File: src/rtl/complex_wb_buffer.sv
`default_nettype none
// ============================================================================
//  Module      : complex_wb_buffer
//  Description : Writeback buffer for the complex execution lane. Accepted
//                results ride a fixed LAT-stage delay line (which never
//                stalls), then land in a DEPTH-entry FIFO that feeds the
//                writeback stage over a valid/ready handshake. A credit
//                counter covers delay line + FIFO, so an arriving result
//                always finds a free FIFO slot.
//  Revision    : 1.0 - initial release
// ----------------------------------------------------------------------------
//  Ports
//    clk          : sole clock, rising edge
//    reset        : synchronous, active-high
//    in_valid     : complex-lane result offered
//    in_ready     : buffer has a credit free (occupancy < DEPTH)
//    in_tag       : destination tag of offered result
//    in_result    : full-width result; only the low SIZE_DATA bits are kept
//    in_flags     : flags (bit2 executed, bit1 exception, bit0 mispredict)
//    wb_valid     : head packet present
//    wb_ready     : writeback stage consumes the head packet
//    wb_tag       : head tag (0 when empty)
//    wb_data      : head data word (0 when empty)
//    wb_flags     : head flags (0 when empty)
//    wb_exception : wb_flags[1] qualified by wb_valid
// ============================================================================
module complex_wb_buffer #(
    parameter int SIZE_DATA       = 32,
    parameter int SIZE_TAG        = 7,
    parameter int EXECUTION_FLAGS = 6,
    parameter int LAT             = 3,
    parameter int DEPTH           = 4
) (
    input  logic                       clk,
    input  logic                       reset,
    input  logic                       in_valid,
    output logic                       in_ready,
    input  logic [SIZE_TAG-1:0]        in_tag,
    input  logic [2*SIZE_DATA-1:0]     in_result,
    input  logic [EXECUTION_FLAGS-1:0] in_flags,
    output logic                       wb_valid,
    input  logic                       wb_ready,
    output logic [SIZE_TAG-1:0]        wb_tag,
    output logic [SIZE_DATA-1:0]       wb_data,
    output logic [EXECUTION_FLAGS-1:0] wb_flags,
    output logic                       wb_exception
);

    localparam int PTR_W   = $clog2(DEPTH);
    localparam int OCC_W   = PTR_W + 1;
    localparam int ENTRY_W = SIZE_TAG + SIZE_DATA + EXECUTION_FLAGS;

    localparam logic [OCC_W-1:0] c_depth   = OCC_W'(DEPTH);
    localparam logic [OCC_W-1:0] c_occ_one = OCC_W'(1);
    localparam logic [PTR_W-1:0] c_ptr_one = PTR_W'(1);

    // Entry layout: {tag, data, flags}
    logic [ENTRY_W-1:0]         w_in_entry;
    logic                       w_in_fire;
    logic                       w_out_fire;
    logic                       w_push;
    logic [ENTRY_W-1:0]         w_arrive_entry;
    logic [ENTRY_W-1:0]         w_head;
    logic                       w_unused_result_hi;

    // Delay line kept as packed shift registers: stage 0 in the low bits,
    // the oldest stage in the high bits. Concatenating the incoming entry
    // below the register gives the next state in the low part and the
    // entry leaving the last stage in the top slice, for any LAT >= 1.
    logic [LAT-1:0]             r_dl_valid;
    logic [LAT*ENTRY_W-1:0]     r_dl_entry;
    logic [LAT:0]               w_dl_valid_shift;
    logic [(LAT+1)*ENTRY_W-1:0] w_dl_entry_shift;

    logic [ENTRY_W-1:0]         r_mem [DEPTH];
    logic [PTR_W-1:0]           r_wr_ptr;
    logic [PTR_W-1:0]           r_rd_ptr;
    logic [OCC_W-1:0]           r_count;
    logic [OCC_W-1:0]           r_occ;

    assign w_unused_result_hi = ^in_result[2*SIZE_DATA-1:SIZE_DATA];

    assign w_in_entry = {in_tag, in_result[SIZE_DATA-1:0], in_flags};
    assign in_ready   = (r_occ < c_depth);
    assign w_in_fire  = in_valid & in_ready;
    assign wb_valid   = (r_count != '0);
    assign w_out_fire = wb_valid & wb_ready;

    assign w_dl_valid_shift = {r_dl_valid, w_in_fire};
    assign w_dl_entry_shift = {r_dl_entry, w_in_entry};
    assign w_push           = w_dl_valid_shift[LAT];
    assign w_arrive_entry   = w_dl_entry_shift[(LAT+1)*ENTRY_W-1 -: ENTRY_W];

    // Control state: delay-line valids, FIFO pointers/count, credits.
    always_ff @(posedge clk) begin
        if (reset) begin
            r_dl_valid <= '0;
            r_wr_ptr   <= '0;
            r_rd_ptr   <= '0;
            r_count    <= '0;
            r_occ      <= '0;
        end else begin
            r_dl_valid <= w_dl_valid_shift[LAT-1:0];

            if (w_push) begin
                r_wr_ptr <= r_wr_ptr + c_ptr_one;
            end
            if (w_out_fire) begin
                r_rd_ptr <= r_rd_ptr + c_ptr_one;
            end

            case ({w_push, w_out_fire})
                2'b10:   r_count <= r_count + c_occ_one;
                2'b01:   r_count <= r_count - c_occ_one;
                default: r_count <= r_count;
            endcase

            case ({w_in_fire, w_out_fire})
                2'b10:   r_occ <= r_occ + c_occ_one;
                2'b01:   r_occ <= r_occ - c_occ_one;
                default: r_occ <= r_occ;
            endcase
        end
    end

    // Payload storage needs no reset: every consumer is qualified by a
    // valid bit or the FIFO count.
    always_ff @(posedge clk) begin
        r_dl_entry <= w_dl_entry_shift[LAT*ENTRY_W-1:0];
        if (w_push) begin
            r_mem[r_wr_ptr] <= w_arrive_entry;
        end
    end

    assign w_head = r_mem[r_rd_ptr];

    // Payload is forced to zero when empty so nothing stale is visible
    // after reset or after the FIFO drains.
    assign wb_tag       = wb_valid ? w_head[ENTRY_W-1 -: SIZE_TAG] : '0;
    assign wb_data      = wb_valid ? w_head[SIZE_DATA+EXECUTION_FLAGS-1 -: SIZE_DATA] : '0;
    assign wb_flags     = wb_valid ? w_head[EXECUTION_FLAGS-1:0] : '0;
    assign wb_exception = wb_valid & wb_flags[1];

    // The credit counter makes a push into a full FIFO impossible.
    a_no_overflow: assert property (@(posedge clk) disable iff (reset)
        !(w_push && !w_out_fire && (r_count == c_depth)));

endmodule
`default_nettype wire
File: config.mk
export PLATFORM = sky130hd
export DESIGN_NAME = complex_wb_buffer
export DESIGN_NICKNAME = d
export VERILOG_FILES = /design/src/rtl/complex_wb_buffer.sv
export SDC_FILE = /design/constraint.sdc
export NUM_CORES = 1
export LEC_CHECK = 0
export CAP_MARGIN = 30
export CELL_PAD_IN_SITES_DETAIL_PLACEMENT = 0
export CELL_PAD_IN_SITES_GLOBAL_PLACEMENT = 2
export CORE_ASPECT_RATIO = 0.6
export CORE_MARGIN = 2
export CORE_UTILIZATION = 37
export CTS_BUF_LIST = sky130_fd_sc_hd__clkbuf_16
export CTS_CLUSTER_DIAMETER = 100
export DETAILED_ROUTE_END_ITERATION = 12
export PLACE_DENSITY = 0.79
export SYNTH_ARGS = -nofsm -noshare
export SYNTH_HDL_FRONTEND = slang
export SYNTH_SLANG_ARGS = --single-unit
File: constraint.sdc
create_clock -name clk -period 1.9 [get_ports clk]
set_input_delay 0.38 -clock clk [delete_from_list [all_inputs] [get_ports clk]]
set_output_delay 0.38 -clock clk [all_outputs]
set_load 0.02 [all_outputs]
; ---- After elaboration in Yosys (flattened, before gate mapping)
; Memory sizes are Yosys's and may differ from the RTL's. A register that Yosys moved wholly into a read port is not among the register bits.
; Cells that the tools add are included.
[word_totals]
ff_bits = 148
latchBits = 0
mem_bits_rw = 180
romBits = 0
in_bits = 81
elab_cells = 33
mem_count = 1
[op_classes]
add_sub_neg = 6
multipliers = 0
div_mod_pow = 0
n_lt_le_gt_ge = 1
n_eq_ne = 4
n_shift = 0
muxes = 9
bitwise = 3
n_reduce_logical = 3
[memory_table]
columns = memory, words, width, read_ports, rd_ports_with_merged_regs, wr, line
row1 = r_mem, 4, 45, 1, 1, 1, 75  ; logic [ENTRY_W-1:0] r_mem [DEPTH];
[op_table]
columns = operator, count
row1 = $mux W32, 1
row2 = $pmux W3 S2, 2
row3 = $mux W7, 1
row4 = $add A3 B1 Y3 const B, 2
row5 = $mux W6, 1
row6 = $sub A3 B1 Y3 const B, 2
row7 = $add A2 B1 Y2 const B, 2
row8 = $eq A2 B1 Y1 const B, 2
row9 = $eq A2 B2 Y1 const B, 2
row10 = $mux W2, 2
row11 = $reduce_bool A2 Y1, 2
row12 = $and A1 B1 Y1, 3
row13 = $lt A3 B3 Y1 const B, 1
row14 = $reduce_bool A3 Y1, 1
row15 = $mux W1, 2

; ---- Depth between registers and ports, before layout
; Gate-level depths: netlist of run 1.
[depth]
word_depth = 4
depth_mapped = 8

; ---- Least setup slack after synthesis of run 1
; Ideal clock, no wire load.
[synth_path]
kind = reg-to-reg
startpoint = reg r_wr_ptr[0]
endpoint = mem r_mem[2][0] (netlist name) (enable)
setup_ns = 0.407
arrival_time_ns = 1.623
required_time_ns = 1.493
slack_ns = -0.129
path_stages_with_launch = 4
cell_sequence = dfxtp_1 inv_1 ha_1 and2_1
[synth_lines]
columns = element, line
row1 = "start, declared", 76  ; logic [PTR_W-1:0] r_wr_ptr;
row2 = "start signal, assigned", 106  ; r_wr_ptr <= r_wr_ptr + c_ptr_one;
row3 = "end, declared", 75
; No word-level cell before the write port.

==> impl_metrics.prom, run 1 <==
# TYPE chip_impl_metric gauge
chip_impl_metric{name="worst_setup_hold_path_clk_slew",unit="ps"} 60
chip_impl_info{name="critPathLaunchType",value="flop"} 1
chip_impl_metric{name="wl",unit="mm"} 18.5
chip_impl_metric{name="final.min_clock_period",unit="ps"} 2420
chip_impl_metric{name="number_of_flops_mapped_to_enable_cells_by_yosys",unit=""} 180
chip_impl_metric{name="mappedNetlistArea",unit="sq um"} 10200
chip_impl_metric{name="met2_wirelength",unit="mm"} 8.59
chip_impl_info{name="status",value="finished with violations"} 1
chip_impl_metric{name="postSynthAreaPerCell",unit="sq um"} 20.6
chip_impl_metric{name="total_leakage_power",unit="nW"} 4.82
chip_impl_metric{name="worst_ep_arrival_time",unit="ps"} 2040
chip_impl_info{name="critPathKind",value="flop to primary output"} 1
chip_impl_metric{name="pre_cts_ws",unit="ps"} -527
chip_impl_metric{name="tightest_slew",unit="ps"} 509
chip_impl_metric{name="starting_drt_drc_count",unit=""} 270
chip_impl_info{name="routed.top_layer",value="met4"} 1
chip_impl_metric{name="postSynth.asyncResetShare",unit=""} 0
chip_impl_info{name="min_path_type",value="input port to flop"} 1
chip_impl_metric{name="cts_max_level",unit=""} 1
chip_impl_info{name="final_cell_mix",value="sky130_fd_sc_hd__edfxtp_1 (180), sky130_fd_sc_hd__dfxtp_1 (145), sky130_fd_sc_hd__clkdlybuf4s50_1 (48)"} 1
chip_impl_metric{name="grt_antenna_before_repair",unit=""} 0
chip_impl_info{name="synthFlopType",value="sky130_fd_sc_hd__edfxtp_1"} 1
chip_impl_info{name="layout_commonest_cell",value="sky130_fd_sc_hd__edfxtp_1"} 1
chip_impl_metric{name="clock_latency",unit="ps"} 560
chip_impl_metric{name="max_clock_freq",unit="GHz"} 0.413
chip_impl_metric{name="num_io_pins",unit=""} 129
chip_impl_metric{name="globalplace.congestion",unit=""} 0.678
chip_impl_metric{name="relSlewSlack",unit=""} 0.660
chip_impl_metric{name="grt_pass1_vias",unit=""} 4936
chip_impl_metric{name="detailroute.via_count",unit=""} 4609
chip_impl_metric{name="antenna-diode-count",unit=""} 0
chip_impl_info{name="regToRegStartpoint",value="r_count[2]"} 1
chip_impl_metric{name="chipHeight",unit="um"} 133
chip_impl_metric{name="synth_cell_type_count",unit=""} 23
chip_impl_metric{name="dp_hpwl",unit="mm"} 10.4
chip_impl_metric{name="utilization",unit=""} 0.490
chip_impl_info{name="cts_tree",value="yes"} 1
chip_impl_metric{name="critPathMaxFanout",unit=""} 5
chip_impl_metric{name="final-instance-count-excl-fill",unit=""} 1047
chip_impl_metric{name="seq_area_frac_synth",unit=""} 0.824
chip_impl_metric{name="design.final.nets",unit=""} 745
chip_impl_metric{name="count_of_port_buffers_added_during_placement",unit=""} 96
chip_impl_metric{name="grt_first_pass_wirelength",unit="mm"} 28.4
chip_impl_metric{name="depth_of_the_worst_register_to_register_path",unit=""} 9
chip_impl_metric{name="std_cell_rows",unit=""} 47
chip_impl_metric{name="yosysWarningCount",unit=""} 0
chip_impl_metric{name="slew_viol_final",unit=""} 0
chip_impl_metric{name="final_cycle_utilization_of_the_critical_path",unit=""} 1.27
chip_impl_info{name="critPathCaptureType",value="primary output"} 1
chip_impl_metric{name="vias_per_cell",unit=""} 4.40
chip_impl_metric{name="p_int",unit="mW"} 12.4
chip_impl_metric{name="detail_route.drc_violations",unit=""} 0
chip_impl_metric{name="timing.setup.tns",unit="ps"} -21490
chip_impl_metric{name="worst_ep_required_time",unit="ps"} 1520
chip_impl_metric{name="setup-violations-final",unit=""} 48
chip_impl_metric{name="fin_ws",unit="ps"} -522
chip_impl_metric{name="area.growth.synth_to_final",unit="%"} 31.4
chip_impl_metric{name="n_fill_cell",unit=""} 2204
chip_impl_metric{name="vdd_ir_drop_max",unit="mV"} 0.564
chip_impl_metric{name="hold-worst-slack",unit="ps"} 261
chip_impl_metric{name="tritoncts.num_buffers",unit=""} 30
chip_impl_metric{name="final_layout_size_suffix_gt1_frac",unit=""} 0.338
chip_impl_metric{name="postSynthCellCount",unit=""} 496
chip_impl_info{name="r2r-end",value="r_count[2]"} 1
chip_impl_metric{name="mappedNetlistNets",unit=""} 585
chip_impl_metric{name="final_antenna_net_count",unit=""} 0
chip_impl_metric{name="gr-usage-all-layers",unit=""} 0.131
chip_impl_metric{name="power.density_cell_area",unit="nW/um^2"} 1190
chip_impl_metric{name="clk_path_buf_depth",unit=""} 3
chip_impl_info{name="rsz0062_at_grt",value="true"} 1
chip_impl_metric{name="placed_cells",unit=""} 964
chip_impl_metric{name="metal3_wl",unit="um"} 842
chip_impl_metric{name="core_area",unit="sq um"} 27300
chip_impl_metric{name="rrSetupSlack",unit="ps"} -40
chip_impl_info{name="violations",value="setup timing"} 1
chip_impl_info{name="worst_setup_path_endpoint",value="wb_tag[3]"} 1
chip_impl_metric{name="wl_met1",unit="mm"} 8.70
chip_impl_metric{name="power_frac_seq",unit=""} 0.491
chip_impl_metric{name="effective_utilization_at_floorplan",unit=""} 0.373
chip_impl_metric{name="share_clk_of_total_power",unit=""} 0.366
chip_impl_metric{name="globalRouteOverflowTotal",unit=""} 0
chip_impl_metric{name="final.setup_skew",unit="ps"} 24.4
chip_impl_metric{name="die-area",unit="sq um"} 29000
chip_impl_metric{name="cts_sinks",unit=""} 330
chip_impl_metric{name="ys_ff_latch",unit=""} 330
chip_impl_metric{name="power.combinational.fraction",unit=""} 0.143
chip_impl_metric{name="net-switching-power",unit="mW"} 3.65
chip_impl_metric{name="routedWlPerCell",unit="um"} 17.7
chip_impl_metric{name="grt_max_degree",unit=""} 31
chip_impl_metric{name="drv_cap",unit=""} 0
chip_impl_metric{name="die_x",unit="um"} 218
chip_impl_metric{name="detailedRoute.firstPassIterationCount",unit=""} 4
chip_impl_metric{name="proportion_of_total_power_due_to_net_switching",unit=""} 0.228
chip_impl_metric{name="report.final.hold_viol_count",unit=""} 0
chip_impl_info{name="ctsRootBufferMaster",value="sky130_fd_sc_hd__clkbuf_16"} 1
[power by group through the flow]
stage,Combinational [mW],Sequential [mW],Clock [mW]
3_5_place_dp,1.67,8.00,0
6_report,2.30,7.86,5.86
3_3_place_gp,1.65,7.98,0
5_1_grt,2.45,7.88,6.34
2_1_floorplan,0.938,7.95,0
4_1_cts,2.00,7.86,6.04
[critical path: stages, from the launching register on]
cell                      delay, ps
sky130_fd_sc_hd__dfxtp_4        440
sky130_fd_sc_hd__buf_12         150
sky130_fd_sc_hd__buf_16         130
sky130_fd_sc_hd__mux4_2         490
sky130_fd_sc_hd__nor2b_1        140
sky130_fd_sc_hd__buf_2          160
[metal layers]
metal	GRT usage	up-vias
li1	-	2161
met1	0.184	2307
met2	0.205	105
met3	0.0336	36
met4	0.0317	0
met5	0	-
[state kept, by name, indices dropped and copies added, names as in the netlist, named ones only]
| name | flops |
|---|---|
| r_rd_ptr | 2 |
| r_occ | 3 |
| r_mem | 180 |
| r_count | 3 |
| r_dl_valid | 3 |
| r_wr_ptr | 2 |
| r_dl_entry | 135 |
[how the worst min path moves through the flow]
stage	startpoint	cells after the start	end	slack [ps]
global placement	r_dl_entry[9]	0	r_dl_entry[54]	310
CTS	in_result[15]	1	r_dl_entry[21]	240
detailed placement	r_dl_entry[23]	0	r_dl_entry[68]	310
global route	in_result[17]	1	r_dl_entry[23]	230
floorplan	r_dl_entry[55]	0	r_dl_entry[100]	310
finish	in_result[17]	1	r_dl_entry[23]	260
[synthesized netlist by cell type (3+ instances only)]
| cell | number | area share |
|---|---|---|
| sky130_fd_sc_hd__and2_1 | 4 | 0.0025 |
| sky130_fd_sc_hd__clkbuf_1 | 5 | 0.0018 |
| sky130_fd_sc_hd__ha_1 | 6 | 0.0074 |
| sky130_fd_sc_hd__buf_2 | 5 | 0.0025 |
| sky130_fd_sc_hd__mux4_2 | 45 | 0.099 |
| sky130_fd_sc_hd__nor2_1 | 11 | 0.0040 |
| sky130_fd_sc_hd__buf_6 | 5 | 0.0055 |
| sky130_fd_sc_hd__nor2b_1 | 47 | 0.029 |
| sky130_fd_sc_hd__xor2_1 | 5 | 0.0043 |
| sky130_fd_sc_hd__or3_1 | 3 | 0.0018 |
| sky130_fd_sc_hd__dfxtp_1 | 150 | 0.29 |
| sky130_fd_sc_hd__a21oi_1 | 5 | 0.0025 |
| sky130_fd_sc_hd__edfxtp_1 | 180 | 0.53 |
| sky130_fd_sc_hd__inv_1 | 12 | 0.0044 |
| sky130_fd_sc_hd__o21ai_0 | 3 | 0.0015 |
[logic make-up (layout without fill, tap and decap cells)]
| group | count (synthesis) | after routing | share of synthesized area |
|---|---|---|---|
| compound gates | 9 | 9 | 0.00466 |
| buf+inv | 29 | 213 | 0.0155 |
| xor+xnor | 6 | 6 | 0.00515 |
| flops | 330 | 330 | 0.824 |
| fa+ha+maj | 8 | 8 | 0.0113 |
| simple gates | 68 | 68 | 0.0389 |
| mux | 46 | 46 | 0.100 |
[area by class of cell]
| cell class | count | area [sq um] | share of cell area |
|---|---|---|---|
| Sequential cell | 330 | 8420 | 0.628 |
| Multi-Input combinational cell | 137 | 1910 | 0.142 |
| Timing Repair Buffer | 145 | 1580 | 0.118 |
| Clock buffer | 33 | 826 | 0.0616 |
| Tap cell | 367 | 459 | 0.0342 |
| Clock inverter | 23 | 166 | 0.0124 |
| Inverter | 12 | 45.0 | 0.00336 |
[stage by stage]
| stage | instance area (sq um) | total power [mW] |
|---|---|---|
| after floorplan | 10200 | 8.89 |
| after global placement | 11800 | 9.63 |
| after detailed placement | 11800 | 9.68 |
| after CTS | 13000 | 15.9 |
| after global routing | 13400 | 16.7 |
| final | 13400 | 16.0 |
[repair_timing]
item,in CTS,in global routing
hold buffers,0,0
resized for setup,249,85
endpoints found under the setup margin,50,49
buffers inserted,10,14
pin swaps,5,7
cloned,5,0
endpoints found under the hold margin,0,0
Power figures use the tool's default switching activity.
==> run 2, diff against run 1 <==
--- a/config.mk
+++ b/config.mk
@@ -10,11 +10,11 @@
 export CELL_PAD_IN_SITES_GLOBAL_PLACEMENT = 2
 export CORE_ASPECT_RATIO = 0.6
 export CORE_MARGIN = 2
-export CORE_UTILIZATION = 37
-export CTS_BUF_LIST = sky130_fd_sc_hd__clkbuf_16
+export CORE_UTILIZATION = 47
+export CTS_BUF_LIST = sky130_fd_sc_hd__clkbuf_8
 export CTS_CLUSTER_DIAMETER = 100
 export DETAILED_ROUTE_END_ITERATION = 12
-export PLACE_DENSITY = 0.79
+export PLACE_DENSITY = 0.92
 export SYNTH_ARGS = -nofsm -noshare
 export SYNTH_HDL_FRONTEND = slang
 export SYNTH_SLANG_ARGS = --single-unit
==> constraint.sdc (replaced) <==
create_clock -name clk -period 2.9 [get_ports clk]
set_input_delay 0.58 -clock clk [delete_from_list [all_inputs] [get_ports clk]]
set_output_delay 0.58 -clock clk [all_outputs]
set_load 0.02 [all_outputs]
==> run 2 against run 1 <==
  * The flow now finishes without violations
  * First-iteration DRC count up 4.8%
  * Core utilization up 10 points
  * Worst setup slack better by 610 ps
  * Global-route usage up 2.0 points
  * Count of clock-buffer cells in the layout up 22
  * Non-clock buffer count down 35
  * Sequential cell count unchanged
  * Die area down 21%
  * Routed wire length down 9.4%
  * Sequential share of layout area up 4.5 points
==> impl_metrics.prom, run 2 (synthesized netlist as in run 1, its figures left out) <==
# TYPE chip_impl_metric gauge
chip_impl_metric{name="globalplace.congestion",unit=""} 0.705
chip_impl_metric{name="placed_cells",unit=""} 867
chip_impl_info{name="cts_tree",value="yes"} 1
chip_impl_metric{name="dp_hpwl",unit="mm"} 10.0
chip_impl_metric{name="vias_per_cell",unit=""} 4.70
chip_impl_metric{name="grt_antenna_before_repair",unit=""} 0
chip_impl_metric{name="area.growth.synth_to_final",unit="%"} 22.5
chip_impl_metric{name="postCtsHoldBufs",unit=""} 0
chip_impl_metric{name="final.setup_skew",unit="ps"} 21.0
chip_impl_metric{name="detailedRoute.firstPassIterationCount",unit=""} 4
chip_impl_metric{name="max_clock_freq",unit="GHz"} 0.355
chip_impl_metric{name="grt_first_pass_wirelength",unit="mm"} 26.5
chip_impl_metric{name="detailroute.via_count",unit=""} 4483
chip_impl_info{name="worstPathCellList",value="bufbuf_16 -> mux4_2 -> nor2b_1 -> clkdlybuf4s15_1"} 1
chip_impl_metric{name="setup-violations-final",unit=""} 0
chip_impl_metric{name="utilization",unit=""} 0.591
chip_impl_metric{name="slew_viol_final",unit=""} 0
chip_impl_metric{name="num_io_pins",unit=""} 129
chip_impl_metric{name="cts_sinks",unit=""} 330
chip_impl_metric{name="grt_max_degree",unit=""} 46
chip_impl_metric{name="tritoncts.num_buffers",unit=""} 46
chip_impl_metric{name="cts_max_level",unit=""} 2
chip_impl_metric{name="power.density_cell_area",unit="nW/um^2"} 781
chip_impl_metric{name="n_fill_cell",unit=""} 1545
chip_impl_metric{name="worst_ep_arrival_time",unit="ps"} 2230
chip_impl_info{name="ctsRootBufferMaster",value="sky130_fd_sc_hd__clkbuf_8"} 1
chip_impl_info{name="min_path_type",value="flop to flop"} 1
chip_impl_metric{name="clk_path_buf_depth",unit=""} 3
chip_impl_metric{name="gr-usage-all-layers",unit=""} 0.151
chip_impl_metric{name="die_x",unit="um"} 194
chip_impl_info{name="layout_commonest_cell",value="sky130_fd_sc_hd__edfxtp_1"} 1
chip_impl_info{name="critPathSlowestCell",value="sky130_fd_sc_hd__mux4_2"} 1
chip_impl_metric{name="largest_register_ffs",unit=""} 180
chip_impl_metric{name="count_of_port_buffers_added_during_placement",unit=""} 96
chip_impl_metric{name="finalInstanceArea",unit="sq um"} 12500
chip_impl_metric{name="timing.setup.tns",unit="ps"} 0
chip_impl_metric{name="starting_drt_drc_count",unit=""} 283
chip_impl_info{name="largest-register",value="r_mem"} 1
chip_impl_info{name="critPathLaunchType",value="flop"} 1
chip_impl_metric{name="core_area",unit="sq um"} 21100
chip_impl_metric{name="routedWlPerCell",unit="um"} 17.6
chip_impl_info{name="final_cell_mix",value="sky130_fd_sc_hd__edfxtp_1 (180), sky130_fd_sc_hd__dfxtp_1 (148), sky130_fd_sc_hd__clkbuf_8 (55)"} 1
chip_impl_metric{name="antenna-diode-count",unit=""} 0
chip_impl_metric{name="final-instance-count-excl-fill",unit=""} 954
chip_impl_info{name="largest_registers",value="r_mem x180, r_dl_entry x135"} 1
chip_impl_metric{name="p_total",unit="mW"} 9.76
chip_impl_metric{name="critical-path-max-stage-delay",unit="ps"} 530
chip_impl_metric{name="final.min_clock_period",unit="ps"} 2810
chip_impl_metric{name="vdd_ir_drop_max",unit="mV"} 0.416
chip_impl_metric{name="detail_route.drc_violations",unit=""} 0
chip_impl_metric{name="total_leakage_power",unit="nW"} 4.51
chip_impl_metric{name="std_cell_rows",unit=""} 41
chip_impl_metric{name="worst_ep_required_time",unit="ps"} 2320
chip_impl_metric{name="final_cycle_utilization_of_the_critical_path",unit=""} 0.970
chip_impl_metric{name="critPathMaxFanout",unit=""} 11
chip_impl_metric{name="wl",unit="mm"} 16.8
chip_impl_metric{name="tightest_slew",unit="ps"} 640
chip_impl_metric{name="drv_cap",unit=""} 0
chip_impl_info{name="rsz0062_at_grt",value="false"} 1
chip_impl_metric{name="globalRouteOverflowTotal",unit=""} 0
chip_impl_metric{name="effective_utilization_at_floorplan",unit=""} 0.483
chip_impl_metric{name="chipHeight",unit="um"} 118
chip_impl_metric{name="die-area",unit="sq um"} 22900
chip_impl_metric{name="relSlewSlack",unit=""} 0.573
chip_impl_info{name="critPathKind",value="flop to primary output"} 1
chip_impl_info{name="critPathCaptureType",value="primary output"} 1
chip_impl_metric{name="grt_pass1_vias",unit=""} 4886
chip_impl_metric{name="worst_setup_hold_path_clk_slew",unit="ps"} 60
chip_impl_metric{name="report.final.hold_viol_count",unit=""} 0
chip_impl_info{name="status",value="complete, no violations"} 1
chip_impl_metric{name="place_area",unit="sq um"} 11600
chip_impl_metric{name="design.final.nets",unit=""} 726
chip_impl_metric{name="final_antenna_net_count",unit=""} 0
chip_impl_metric{name="final_layout_size_suffix_gt1_frac",unit=""} 0.204
chip_impl_metric{name="clock_latency",unit="ps"} 550
run 2: changes by cell type in the layout (fill, tap and decap cells not counted), sizes merged:
cell           previous run  this run
buf                      94        13
clkbuf                   33        62
dlygate4sd2               1        30
clkdlybuf4s15             0         9
inv                      23        30
clkdlybuf4s50            48        50
bufbuf                    2         1
bufinv                    2         3
run 2: stage by stage:
stage               worst slack (ps)  hold WS, ps
floorplan                        798          310
global placement                 350          310
detailed placement               281          312
CTS                             5.78          314
global route                    4.30          321
finish                          85.7          315
run 2: area by class of cell:
type,instances,area (sq um),area share
flip-flops and latches,330,8410,0.673
multi-input cells,137,1650,0.132
well taps,279,349,0.0279
clock inverters,31,216,0.0173
repair buffers,110,1070,0.0855
inverters,12,45.0,0.00360
clock buffers,55,757,0.0606
run 2: report_power, final:
part | switching, mW | internal (mW)
clock | 1.65 | 2.01
combinational | 0.505 | 0.454
sequential | 0.0768 | 5.07
run 2: repair_timing:
action,in CTS,in global routing
endpoints found under the setup margin,46,16
buffers inserted,0,0
gates resized for setup,46,23
cloned,1,0
run 2: critical path, delay by kind of cell, from the launching register on:
kind	cells	cell delay, ps
buffers and inverters	2	610
DFF	1	390
muxes	1	530
and+or+nand+nor	1	150
run 2: final timing paths:
kind	from	endpoint	slack [ps]	cells after the start
worst min-delay path	r_dl_entry[74]	r_dl_entry[119]	310	0
worst min register to register	r_dl_entry[74]	r_dl_entry[119]	310	0
worst max register to register	r_count[0]	r_count[2]	850	8
worst max-delay path	flop	wb_flags[5]	90	4
run 2: routing by layer:
metal | routed length, um | GRT usage
met1 | 7640 | 0.206
met2 | 7690 | 0.232
met3 | 1130 | 0.0461
met4 | 294 | 0.0488
met5 | 0 | 0
